<file path="src/rtl/ulpi_csr_pkg.sv">
// Shared constants and types for the ULPI CSR AXI4-Lite responder.
// AXI response codes, ULPI register port widths and the responder FSM states.
package ulpi_csr_pkg;

    // AXI4-Lite response codes used by this block
    localparam logic [1:0] OKAY   = 2'b00;
    localparam logic [1:0] SLVERR = 2'b10;

    // ULPI register port geometry
    localparam int ULPI_REG_AW = 6;
    localparam int ULPI_REG_DW = 8;

    // Responder FSM: one AXI transaction in flight at a time
    typedef enum logic [2:0] {
        IDLE,
        WR_REQ,
        RD_REQ,
        WR_RESP,
        RD_RESP
    } csr_state_e;

endpackage

</file>
<file path="src/rtl/ulpi_csr_axil_slave.sv">
// AXI4-Lite responder that turns each CSR access into a single ULPI PHY
// register access on a req/ack port and returns the result as a B or R beat.
// Optional feature macro: ULPI_CSR_TIMEOUT_EN -- when defined, an outstanding
// reg_req is abandoned after TIMEOUT_CYCLES cycles and answered with SLVERR.
module ulpi_csr_axil_slave
    import ulpi_csr_pkg::*;
#(
    parameter int ADDR_WIDTH     = 32,
    parameter int TIMEOUT_CYCLES = 1024
) (
    input  logic                    aclk,
    input  logic                    aresetn,

    input  logic [ADDR_WIDTH-1:0]   s_axil_awaddr,
    input  logic [2:0]              s_axil_awprot,
    input  logic                    s_axil_awvalid,
    output logic                    s_axil_awready,

    input  logic [31:0]             s_axil_wdata,
    input  logic [3:0]              s_axil_wstrb,
    input  logic                    s_axil_wvalid,
    output logic                    s_axil_wready,

    output logic [1:0]              s_axil_bresp,
    output logic                    s_axil_bvalid,
    input  logic                    s_axil_bready,

    input  logic [ADDR_WIDTH-1:0]   s_axil_araddr,
    input  logic [2:0]              s_axil_arprot,
    input  logic                    s_axil_arvalid,
    output logic                    s_axil_arready,

    output logic [31:0]             s_axil_rdata,
    output logic [1:0]              s_axil_rresp,
    output logic                    s_axil_rvalid,
    input  logic                    s_axil_rready,

    output logic                    reg_req,
    output logic                    reg_we,
    output logic [ULPI_REG_AW-1:0]  reg_addr,
    output logic [ULPI_REG_DW-1:0]  reg_wdata,
    input  logic                    reg_ack,
    input  logic [ULPI_REG_DW-1:0]  reg_rdata
);

    csr_state_e             state_reg;
    logic                   awready_reg;
    logic                   wready_reg;
    logic                   arready_reg;
    logic                   bvalid_reg;
    logic [1:0]             bresp_reg;
    logic                   rvalid_reg;
    logic [1:0]             rresp_reg;
    logic [31:0]            rdata_reg;
    logic                   reg_req_reg;
    logic                   reg_we_reg;
    logic [ULPI_REG_AW-1:0] reg_addr_reg;
    logic [ULPI_REG_DW-1:0] reg_wdata_reg;
    logic                   last_wr_reg;    // 1 = last channel served was write

    logic wr_cand;
    logic rd_cand;
    logic aw_hi_err;
    logic ar_hi_err;
    logic tmo_hit;

    assign wr_cand = s_axil_awvalid & s_axil_wvalid;
    assign rd_cand = s_axil_arvalid;

    // Only the low 256 bytes map onto ULPI registers; anything above is an error
    generate
        if (ADDR_WIDTH > 8) begin : g_hi_decode
            assign aw_hi_err = |s_axil_awaddr[ADDR_WIDTH-1:8];
            assign ar_hi_err = |s_axil_araddr[ADDR_WIDTH-1:8];
        end else begin : g_no_hi_decode
            assign aw_hi_err = 1'b0;
            assign ar_hi_err = 1'b0;
        end
    endgenerate

`ifdef ULPI_CSR_TIMEOUT_EN
    localparam int TMO_W = $clog2(TIMEOUT_CYCLES + 1);
    logic [TMO_W-1:0] tmo_cnt_reg;

    // Count cycles of an outstanding request; cleared whenever no request is up
    always_ff @(posedge aclk) begin
        if (!aresetn || !reg_req_reg) begin
            tmo_cnt_reg <= '0;
        end else begin
            tmo_cnt_reg <= tmo_cnt_reg + 1'b1;
        end
    end

    // Fires in the last allowed request cycle; an ack in that same cycle still wins
    assign tmo_hit = reg_req_reg && (tmo_cnt_reg == TMO_W'(TIMEOUT_CYCLES - 1));
`else
    assign tmo_hit = 1'b0;
`endif

    // Protection bits, upper strobes/data and byte offset carry no meaning here
    logic unused_inputs;
    assign unused_inputs = ^{s_axil_awprot, s_axil_arprot, s_axil_wstrb[3:1],
                             s_axil_wdata[31:8], s_axil_awaddr[1:0],
                             s_axil_araddr[1:0], (TIMEOUT_CYCLES > 0)};

    // Arbitration, ULPI request sequencing and response hold in one FSM
    always_ff @(posedge aclk) begin
        if (!aresetn) begin
            state_reg     <= IDLE;
            awready_reg   <= 1'b0;
            wready_reg    <= 1'b0;
            arready_reg   <= 1'b0;
            bvalid_reg    <= 1'b0;
            bresp_reg     <= OKAY;
            rvalid_reg    <= 1'b0;
            rresp_reg     <= OKAY;
            rdata_reg     <= '0;
            reg_req_reg   <= 1'b0;
            reg_we_reg    <= 1'b0;
            reg_addr_reg  <= '0;
            reg_wdata_reg <= '0;
            last_wr_reg   <= 1'b0;
        end else begin
            // Ready strobes are single-cycle pulses
            awready_reg <= 1'b0;
            wready_reg  <= 1'b0;
            arready_reg <= 1'b0;

            unique case (state_reg)
                IDLE: begin
                    if (awready_reg) begin
                        // AW and W complete together this cycle (valids are held by the master)
                        reg_we_reg    <= 1'b1;
                        reg_addr_reg  <= s_axil_awaddr[7:2];
                        reg_wdata_reg <= s_axil_wdata[ULPI_REG_DW-1:0];
                        if (aw_hi_err) begin
                            bresp_reg  <= SLVERR;
                            bvalid_reg <= 1'b1;
                            state_reg  <= WR_RESP;
                        end else if (!s_axil_wstrb[0]) begin
                            bresp_reg  <= OKAY;
                            bvalid_reg <= 1'b1;
                            state_reg  <= WR_RESP;
                        end else begin
                            reg_req_reg <= 1'b1;
                            state_reg   <= WR_REQ;
                        end
                    end else if (arready_reg) begin
                        reg_we_reg   <= 1'b0;
                        reg_addr_reg <= s_axil_araddr[7:2];
                        if (ar_hi_err) begin
                            rresp_reg  <= SLVERR;
                            rdata_reg  <= '0;
                            rvalid_reg <= 1'b1;
                            state_reg  <= RD_RESP;
                        end else begin
                            reg_req_reg <= 1'b1;
                            state_reg   <= RD_REQ;
                        end
                    end else if (wr_cand && (!rd_cand || !last_wr_reg)) begin
                        awready_reg <= 1'b1;
                        wready_reg  <= 1'b1;
                        last_wr_reg <= 1'b1;
                    end else if (rd_cand) begin
                        arready_reg <= 1'b1;
                        last_wr_reg <= 1'b0;
                    end
                end

                WR_REQ: begin
                    if (reg_ack) begin
                        reg_req_reg <= 1'b0;
                        bresp_reg   <= OKAY;
                        bvalid_reg  <= 1'b1;
                        state_reg   <= WR_RESP;
                    end else if (tmo_hit) begin
                        reg_req_reg <= 1'b0;
                        bresp_reg   <= SLVERR;
                        bvalid_reg  <= 1'b1;
                        state_reg   <= WR_RESP;
                    end
                end

                RD_REQ: begin
                    if (reg_ack) begin
                        reg_req_reg <= 1'b0;
                        rdata_reg   <= {{(32 - ULPI_REG_DW){1'b0}}, reg_rdata};
                        rresp_reg   <= OKAY;
                        rvalid_reg  <= 1'b1;
                        state_reg   <= RD_RESP;
                    end else if (tmo_hit) begin
                        reg_req_reg <= 1'b0;
                        rdata_reg   <= '0;
                        rresp_reg   <= SLVERR;
                        rvalid_reg  <= 1'b1;
                        state_reg   <= RD_RESP;
                    end
                end

                WR_RESP: begin
                    if (s_axil_bready) begin
                        bvalid_reg <= 1'b0;
                        state_reg  <= IDLE;
                    end
                end

                RD_RESP: begin
                    if (s_axil_rready) begin
                        rvalid_reg <= 1'b0;
                        state_reg  <= IDLE;
                    end
                end

                default: begin
                    state_reg <= IDLE;
                end
            endcase
        end
    end

    assign s_axil_awready = awready_reg;
    assign s_axil_wready  = wready_reg;
    assign s_axil_arready = arready_reg;
    assign s_axil_bvalid  = bvalid_reg;
    assign s_axil_bresp   = bresp_reg;
    assign s_axil_rvalid  = rvalid_reg;
    assign s_axil_rresp   = rresp_reg;
    assign s_axil_rdata   = rdata_reg;
    assign reg_req        = reg_req_reg;
    assign reg_we         = reg_we_reg;
    assign reg_addr       = reg_addr_reg;
    assign reg_wdata      = reg_wdata_reg;

endmodule

</file>
<file path="config.mk">
export PLATFORM = sky130hd
export DESIGN_NAME = ulpi_csr_axil_slave
export DESIGN_NICKNAME = d
export VERILOG_FILES = /design/src/rtl/ulpi_csr_pkg.sv /design/src/rtl/ulpi_csr_axil_slave.sv
export SDC_FILE = /design/constraint.sdc
export NUM_CORES = 1
export LEC_CHECK = 0
export CAP_MARGIN = 20
export CORE_MARGIN = 8
export CORE_UTILIZATION = 27
export DETAILED_ROUTE_END_ITERATION = 8
export GPL_TIMING_DRIVEN = 0
export PLACE_DENSITY = 0.85
export SETUP_SLACK_MARGIN = 0.15
export SYNTH_ARGS = -nofsm -noshare
export SYNTH_HDL_FRONTEND = slang
export SYNTH_SLANG_ARGS = --single-unit
</file>
<file path="constraint.sdc">
create_clock -name aclk -period 1.6 [get_ports aclk]
set_clock_uncertainty 0.05 [all_clocks]
set_input_delay 0.16 -clock aclk [delete_from_list [all_inputs] [get_ports aclk]]
set_output_delay 0.16 -clock aclk [all_outputs]
set_load 0.01 [all_outputs]
</file>
## Word-level counts from Yosys, hierarchy flattened

Cells that the tools add are included.

| operators by class | value |
|---|---|
| equal/unequal tests | 18 |
| muxes and demuxes | 50 |
| bitwise logic cells | 5 |
| reductions and logical operators | 26 |

Operator list:

| operator | number |
|---|---|
| $mux W32 | 4 |
| $pmux W32 S2 | 1 |
| $reduce_or A24 Y1 | 2 |
| $mux W1 | 21 |
| $mux W3 | 7 |
| $mux W2 | 9 |
| $ne A2 B2 Y1 const B | 8 |
| $ne A3 B3 Y1 const B | 5 |
| $pmux W3 S5 | 1 |
| $reduce_and A5 Y1 | 3 |
| $mux W6 | 2 |
| $reduce_and A6 Y1 | 2 |
| $reduce_bool A2 Y1 | 5 |
| $pmux W2 S2 | 2 |
| $reduce_and A4 Y1 | 2 |
| $eq A3 B2 Y1 const B | 2 |
| $pmux W1 S3 | 2 |
| $reduce_bool A3 Y1 | 2 |
| $reduce_or A5 Y1 | 1 |
| $not A1 Y1 | 4 |
| $reduce_and A2 Y1 | 2 |
| $reduce_or A4 Y1 | 1 |
| $eq A3 B1 Y1 const B | 1 |
| $eq A3 B3 Y1 const B | 1 |
| other kinds (8) | 9 |

| word-level totals | value |
|---|---|
| register bits after elaboration | 60 |
| bits of input ports | 122 |
| word-level logic and storage cells | 112 |

## Longest topological paths before layout

Gate-level depths: netlist of run 1.

| depth | value |
|---|---|
| depth after elaboration | 5 |
| depth in mapped cells | 7 |

## Worst setup path after synthesis of run 1

Ideal clock, no wire load.

| path | value |
|---|---|
| path type | reg2reg |
| start | register state_reg[2] |
| end | register rdata_reg[6] (netlist: s_axil_rdata[6]) |
| arrival | 1382 ps |
| required time | 1435 ps |
| path slack | 53 ps |
| stages on the path, launching flop included | 8 |
| path buffers | 2 |
| cells stage by stage | dfxtp_1 buf_2 nand2b_1 or3b_1 buf_2 nand2_1 o21ai_0 and2_1 |

| between the ends | value |
|---|---|
| longest elaborated chain between the ends | 3 |

Ends and longest elaborated chain:

| element | line | text |
|---|---|---|
| start, declared | ulpi_csr_axil_slave.sv:46 | `csr_state_e state_reg;` |
| start signal, assigned | ulpi_csr_axil_slave.sv:109 | `state_reg <= IDLE;` |
| start signal, assigned | ulpi_csr_axil_slave.sv:139 | `state_reg <= WR_RESP;` |
| start signal, assigned | ulpi_csr_axil_slave.sv:143 | `state_reg <= WR_RESP;` |
| $eq A3 B2 Y1 / $logic_not A3 Y1 (equally long branches) | ulpi_csr_axil_slave.sv:129 | `unique case (state_reg)` |
| $ne A2 B2 Y1 (no line) / $reduce_bool A2 Y1 (equally long branches) | - |  |
| $reduce_and A5 Y1 (no line) | - |  |
| end signal, assigned | ulpi_csr_axil_slave.sv:187 | `rdata_reg <= {{(32 - ULPI_REG_DW){1'b0}}, reg_rdata};` |
| end, declared | ulpi_csr_axil_slave.sv:54 | `logic [31:0] rdata_reg;` |

Parallel ways exist; a longest one is shown, timed or not.
A chain may end at the register's enable or synchronous reset.

## Worst setup path in the final report of run 1

| path | value |
|---|---|
| start | register state_reg[0] |
| end | register rdata_reg[6] (netlist: s_axil_rdata[6]) |

Same word-level chain as after synthesis.

==> results.cfg, run 1 <==
[worst_setup_path]
worstPathArrival_ns = 1.71
rrSetupSlack_ns = 0.02
r2r.worst_path.cells = 7
cp_top_family = simple AND/OR/NAND/NOR gates
path_buf_inv = 2
cp_common_cell = buf_6
crit_fanout = 5
critical_path_depth = 7
critical_path_required_ns = 1.72
rr_endpoint = s_axil_rdata[6]
end_kind = register
r2r_start = state_reg[0]
critPathMaxStageDelay_ns = 0.33
start_kind = register
cp_cell_sequence = buf_6 -> nor4_4 -> nand2_2 -> a21oi_4 -> buf_6 -> o21ai_1 -> and2_1
critical_path.startpoint = state_reg[0]
path_class = register to register
endpoint = s_axil_rdata[6]
cp_slowest_cell = dfxtp_2

[cts]
clock_path_buffers = 2
root_buffer = clkbuf_8
insertion_delay_ns = 0.28
h-tree-depth = 2
cts.clk_slew.worst_paths_ns = 0.07
cts_hold_buf = 0
cts_tree = built
cts-buffers-inserted = 5
cts.sinks = 34

[grt]
grt_antenna_before_repair = 0
grt_max_degree = 11
grt_pass1_vias = 2252
overflow = 0
grt_use_total_pct = 13.6
grt_pass1_wl_um = 11000

[synthesis]
ys_seq_area_share_pct = 36.3
yosys_warnings = 0
async_flop_share_pct = 0
synth-seq-cells = 34
netlist_instances = 227
avgSynthCellArea_um2 = 8.26
netlist_area_mm2 = 0.00187
synth_cell_type_count = 46
ys.flop_type = dfxtp_1
synth-edff-count = 0

[floorplanning]
rows = 30
die-area_mm2 = 0.00986
die_w_um = 99.3
start_util_pct = 27.7
die_h_um = 99.3
num_io_pins = 179
coreArea_mm2 = 0.00676

[finish]
fin_nets = 522
syn_to_final_growth_pct = 105
final_core_util_pct = 57.0
fill_cells = 600
antenna_cells = 0
layout-drive-gt1-share_pct = 34.8
instances_no_fill = 480

[drt]
ant_nets = 0
drtPass1Iterations = 4
vias_per_cell = 4.49
via_count = 2155
first_iter_violations = 80
drc = 0
wl_um = 7510
wire_per_inst_um = 15.6

[sta]
maxSlewViolCount = 0
fmax_mhz = 631
finalSetupViolations = 0
rsz0062_at_grt = yes
hold_viol = 0
period_needed_ns = 1.58
finalCritPeriodShare_pct = 99.0

[place]
dp.cells = 446
portBuffers = 114
hpwlAfterDp_um = 5250
gp_congestion = 0.853

[status]
status = complete, no violations

[hold_path]
hold_path.class = input port to register
min-delay-start = aresetn

[pwr]
power.density_cell_area_mw_per_mm2 = 916
ir_drop_mv = 0.640
p_leak_nw = 1.71

[run]
cap_violations = 0
[worst min path at each step]
stage,endpoint,depth (start not counted)
3_5_place_dp,s_axil_bvalid,2
3_3_place_gp,s_axil_bvalid,2
6_report,state_reg[1],3
5_1_grt,state_reg[1],3
4_1_cts,s_axil_arready,3
2_1_floorplan,s_axil_wready,1
[layer usage]
metal | vias to the layer above | track usage, % | routed length [um]
met5 | - | 0 | 0
met4 | 0 | 3.84 | 68
met3 | 7 | 5.87 | 610
met2 | 82 | 24.6 | 4000
met1 | 979 | 14.0 | 2830
li1 | 1087 | - | -
[what timing repair did]
item | in CTS | in global routing
buffers inserted | 11 | 9
pin swaps | 28 | 35
gates resized for setup | 80 | 69
cloned | 4 | 3
endpoints found under the setup margin | 36 | 34
[cell families (layout without fill, tap and decap cells)]
group / Yosys count / after routing / share of synthesized area (%)
and+or+nand+nor: 102 / 103 / 28.2
AOI/OAI and AO/OA: 42 / 42 / 16.3
buffers and inverters: 39 / 186 / 14.2
DFF: 34 / 34 / 36.3
muxes: 8 / 8 / 4.34
other: 1 / 26 / 0.200
xor gates and xnor gates: 1 / 1 / 0.467
[worst reg2reg max path: stages (launching register included)]
cell and delay [ns]:
dfxtp_2 0.33, buf_6 0.12, nor4_4 0.31, nand2_2 0.13
a21oi_4 0.18, buf_6 0.16, o21ai_1 0.06, and2_1 0.15
[where the power goes]
group / internal, mW / switching, mW / total (mW)
logic: 1.05 / 0.806 / 1.85
clock network: 0.299 / 0.287 / 0.586
registers: 0.992 / 0.0973 / 1.09
[per-stage QoR]
step	TNS [ns]	total power, mW	instance area (um2)	hold slack [ns]	setup WS, ns
final	0	3.53	3850	0.252	0.0156
after global routing	-0.258	3.73	3850	0.270	-0.0515
after CTS	0	3.16	3540	0.221	0.0503
after detailed placement	-3.75	2.36	3260	0.404	-0.331
after global placement	-3.54	2.33	3260	0.400	-0.333
after floorplan	0	1.78	2020	0.208	0.131
[cell usage after synthesis, drive strengths merged (3+ instances only)]
| master | n | area [um2] |
|---|---|---|
| nand2 | 52 | 195 |
| buf | 36 | 255 |
| dfxtp | 34 | 681 |
| o21ai | 12 | 60.1 |
| and2 | 11 | 68.8 |
| nor4 | 10 | 68.8 |
| a21boi | 8 | 60.1 |
| nor2 | 8 | 40.0 |
| mux2i | 7 | 70.1 |
| o211a | 7 | 70.1 |
| a21oi | 4 | 23.8 |
| nand3 | 4 | 20.0 |
| or4 | 4 | 37.5 |
| clkbuf | 3 | 11.3 |
| nor2b | 3 | 18.8 |
[layout make-up]
cell class	instances	area, um2	area share, %
repair buffers	140	1360	35.3
flip-flops and latches	34	689	17.9
clock buffers	7	76.3	1.98
well taps	80	100	2.60
plain buffers	39	312	8.09
multi-input cells	180	1320	34.2
[layout by cell type (no fill, tap or decap), types with 2 or more instances in the layout]
| cell type | synthesis | layout |
|---|---|---|
| dfxtp_1 | 34 | 29 |
| or4_4 | 2 | 4 |
| nor4_1 | 9 | 4 |
| nor4_4 | 0 | 2 |
| nand2_2 | 0 | 25 |
| clkbuf_1 | 3 | 5 |
| clkdlybuf4s50_1 | 0 | 74 |
| a21boi_1 | 0 | 7 |
| o21ai_0 | 4 | 2 |
| clkdlybuf4s15_1 | 0 | 5 |
| nor2_4 | 1 | 4 |
| buf_4 | 28 | 41 |
| nand3_1 | 4 | 2 |
| nor2b_1 | 3 | 3 |
| o211a_1 | 7 | 7 |
| a21oi_1 | 3 | 2 |
| conb_1 | 1 | 26 |
| and2_1 | 11 | 10 |
| buf_6 | 1 | 15 |
| buf_2 | 6 | 4 |
| nor2_1 | 6 | 3 |
| and4_4 | 0 | 2 |
| nor3b_4 | 0 | 2 |
| nor4_2 | 1 | 4 |
| dlymetal6s2s_1 | 0 | 9 |
| o21ai_1 | 8 | 5 |
| nand2_1 | 52 | 26 |
| o21ai_2 | 0 | 5 |
| mux2i_1 | 7 | 7 |
| clkbuf_8 | 0 | 5 |
| dfxtp_2 | 0 | 4 |
| dlygate4sd2_1 | 0 | 25 |
(Power assumes the default switching activity.)
==> run 2: changes to the inputs <==
--- a/config.mk
+++ b/config.mk
@@ -6,6 +6,7 @@
 export NUM_CORES = 1
 export LEC_CHECK = 0
 export CAP_MARGIN = 20
+export CORE_ASPECT_RATIO = 1.2
 export CORE_MARGIN = 8
 export CORE_UTILIZATION = 27
 export DETAILED_ROUTE_END_ITERATION = 8
==> results.cfg, run 2 (same netlist as run 1, synthesis figures left out) <==
[cts]
clock_path_buffers = 2
root_buffer = clkbuf_8
cts_hold_buf = 0
cts-buffers-inserted = 5
h-tree-depth = 2
cts_tree = built
insertion_delay_ns = 0.28
cts.clk_slew.worst_paths_ns = 0.07
cts.sinks = 34

[floorplanning]
die_w_um = 92.1
rows = 33
die-area_mm2 = 0.00988
start_util_pct = 27.7
die_h_um = 107
num_io_pins = 179
coreArea_mm2 = 0.00677

[worst_setup_path]
worstPathArrival_ns = 1.74
critical_path.startpoint = state_reg[2]
critical_path_required_ns = 1.72
crit_fanout = 5
start_kind = register
end_kind = register
path_class = register to register
r2r_start = state_reg[2]

[sta]
timing.final.ws_setup_ns = -0.0199
finalCritPeriodShare_pct = 101
hold_viol = 0
rsz0062_at_grt = yes
maxSlewViolCount = 0
finalSetupViolations = 3
fmax_mhz = 617
period_needed_ns = 1.62

[hold_path]
min-delay-start = aresetn
hold_path.class = input port to register

[drt]
ant_nets = 0
via_count = 2147
drtPass1Iterations = 4
wl_um = 7330
first_iter_violations = 49
drc = 0
wire_per_inst_um = 15.1
vias_per_cell = 4.42

[grt]
grt_antenna_before_repair = 0
grt_use_total_pct = 13.6
grt_pass1_vias = 2275
overflow = 0
grt_max_degree = 11
grt_pass1_wl_um = 10900

[place]
dpl-instance-area_mm2 = 0.00327
hpwlAfterDp_um = 5460
portBuffers = 114
gp_congestion = 0.840

[finish]
syn_to_final_growth_pct = 103
final_common_cell = clkdlybuf4s50_1
multi_input_area_mm2 = 0.00129
most-common-layout-cells = clkdlybuf4s50_1, buf_4, nand2_1
regArea_um2 = 689
fill_cells = 639
antenna_cells = 0
postLayoutCellArea_mm2 = 0.00380
fin_nets = 520
layout-drive-gt1-share_pct = 32.8

[pwr]
power.density_cell_area_mw_per_mm2 = 925
ir_drop_mv = 0.803
p_total_mw = 3.52
p_leak_nw = 1.71

[run]
cap_violations = 0

[status]
status = finished with violations
violations = setup timing
==> run 2: cell count changes in the layout (fill, tap and decap cells not counted), moves of 2 or more <==
cell,change
a21boi_2,+2
nand2_2,-10
nand2_1,+9
clkdlybuf4s15_1,-2
clkdlybuf4s50_1,+2
buf_4,+5
dlygate4sd2_1,-2
o21ai_0,+2
a21boi_1,-2
buf_6,-3
o21ai_2,-2
==> run 2: worst max-delay path, cell delays in order, from the launching register on <==
cell	delay [ns]
dfxtp_2	0.33
buf_6	0.13
nor4_4	0.29
nand2_2	0.12
a21oi_4	0.18
buf_6	0.14
buf_6	0.09
o21ai_2	0.04
and2_1	0.14
==> run 2: final timing paths <==
check,endpoint,depth (start not counted),slack [ns]
worst max-delay path,s_axil_rdata[4],8,-0.02
worst min-delay path,s_axil_wready,3,0.22
worst min register to register,reg_wdata[7],2,0.41
worst max register to register,s_axil_rdata[4],8,-0.02
==> run 2: repair_timing <==
action,in CTS,in global routing
gates cloned,2,2
gates resized for setup,79,51
endpoints found under the setup margin,36,35
setup buffers,14,7
pin swaps,20,24
==> run 2: final cells by class <==
| type | instances | share of cell area, % |
|---|---|---|
| plain buffers | 39 | 7.99 |
| multi-input cells | 179 | 33.9 |
| well taps | 87 | 2.86 |
| flip-flops and latches | 34 | 18.1 |
| repair buffers | 139 | 34.7 |
| clock inverters | 1 | 0.132 |
| clock buffers | 7 | 2.27 |
==> run 2: stage by stage <==
stage | TNS (ns) | setup slack [ns] | std cells | hold slack [ns] | util, %
floorplan | 0 | 0.131 | 252 | 0.208 | -
global placement | -3.74 | -0.346 | 453 | 0.401 | 48.2
detailed placement | -3.97 | -0.355 | 453 | 0.409 | 48.2
CTS | 0 | 0.0193 | 477 | 0.203 | 52.5
global route | -0.604 | -0.0979 | 486 | 0.263 | 56.2
finish | -0.0292 | -0.0199 | 486 | 0.216 | 56.2
==> run 2: per-layer routing <==
layer / vias to the layer above / wire length [um] / GRT usage [%]
met2: 76 / 4080 / 26.6
met3: 6 / 602 / 6.28
li1: 1077 / - / -
met5: - / 0 / 0
met4: 0 / 68 / 2.42
met1: 988 / 2570 / 12.4
==> run 2: report_power, final <==
group,internal [mW],switching (mW)
clock network,0.347,0.308
registers,0.992,0.0907
logic,1.01,0.773
total,2.35,1.17
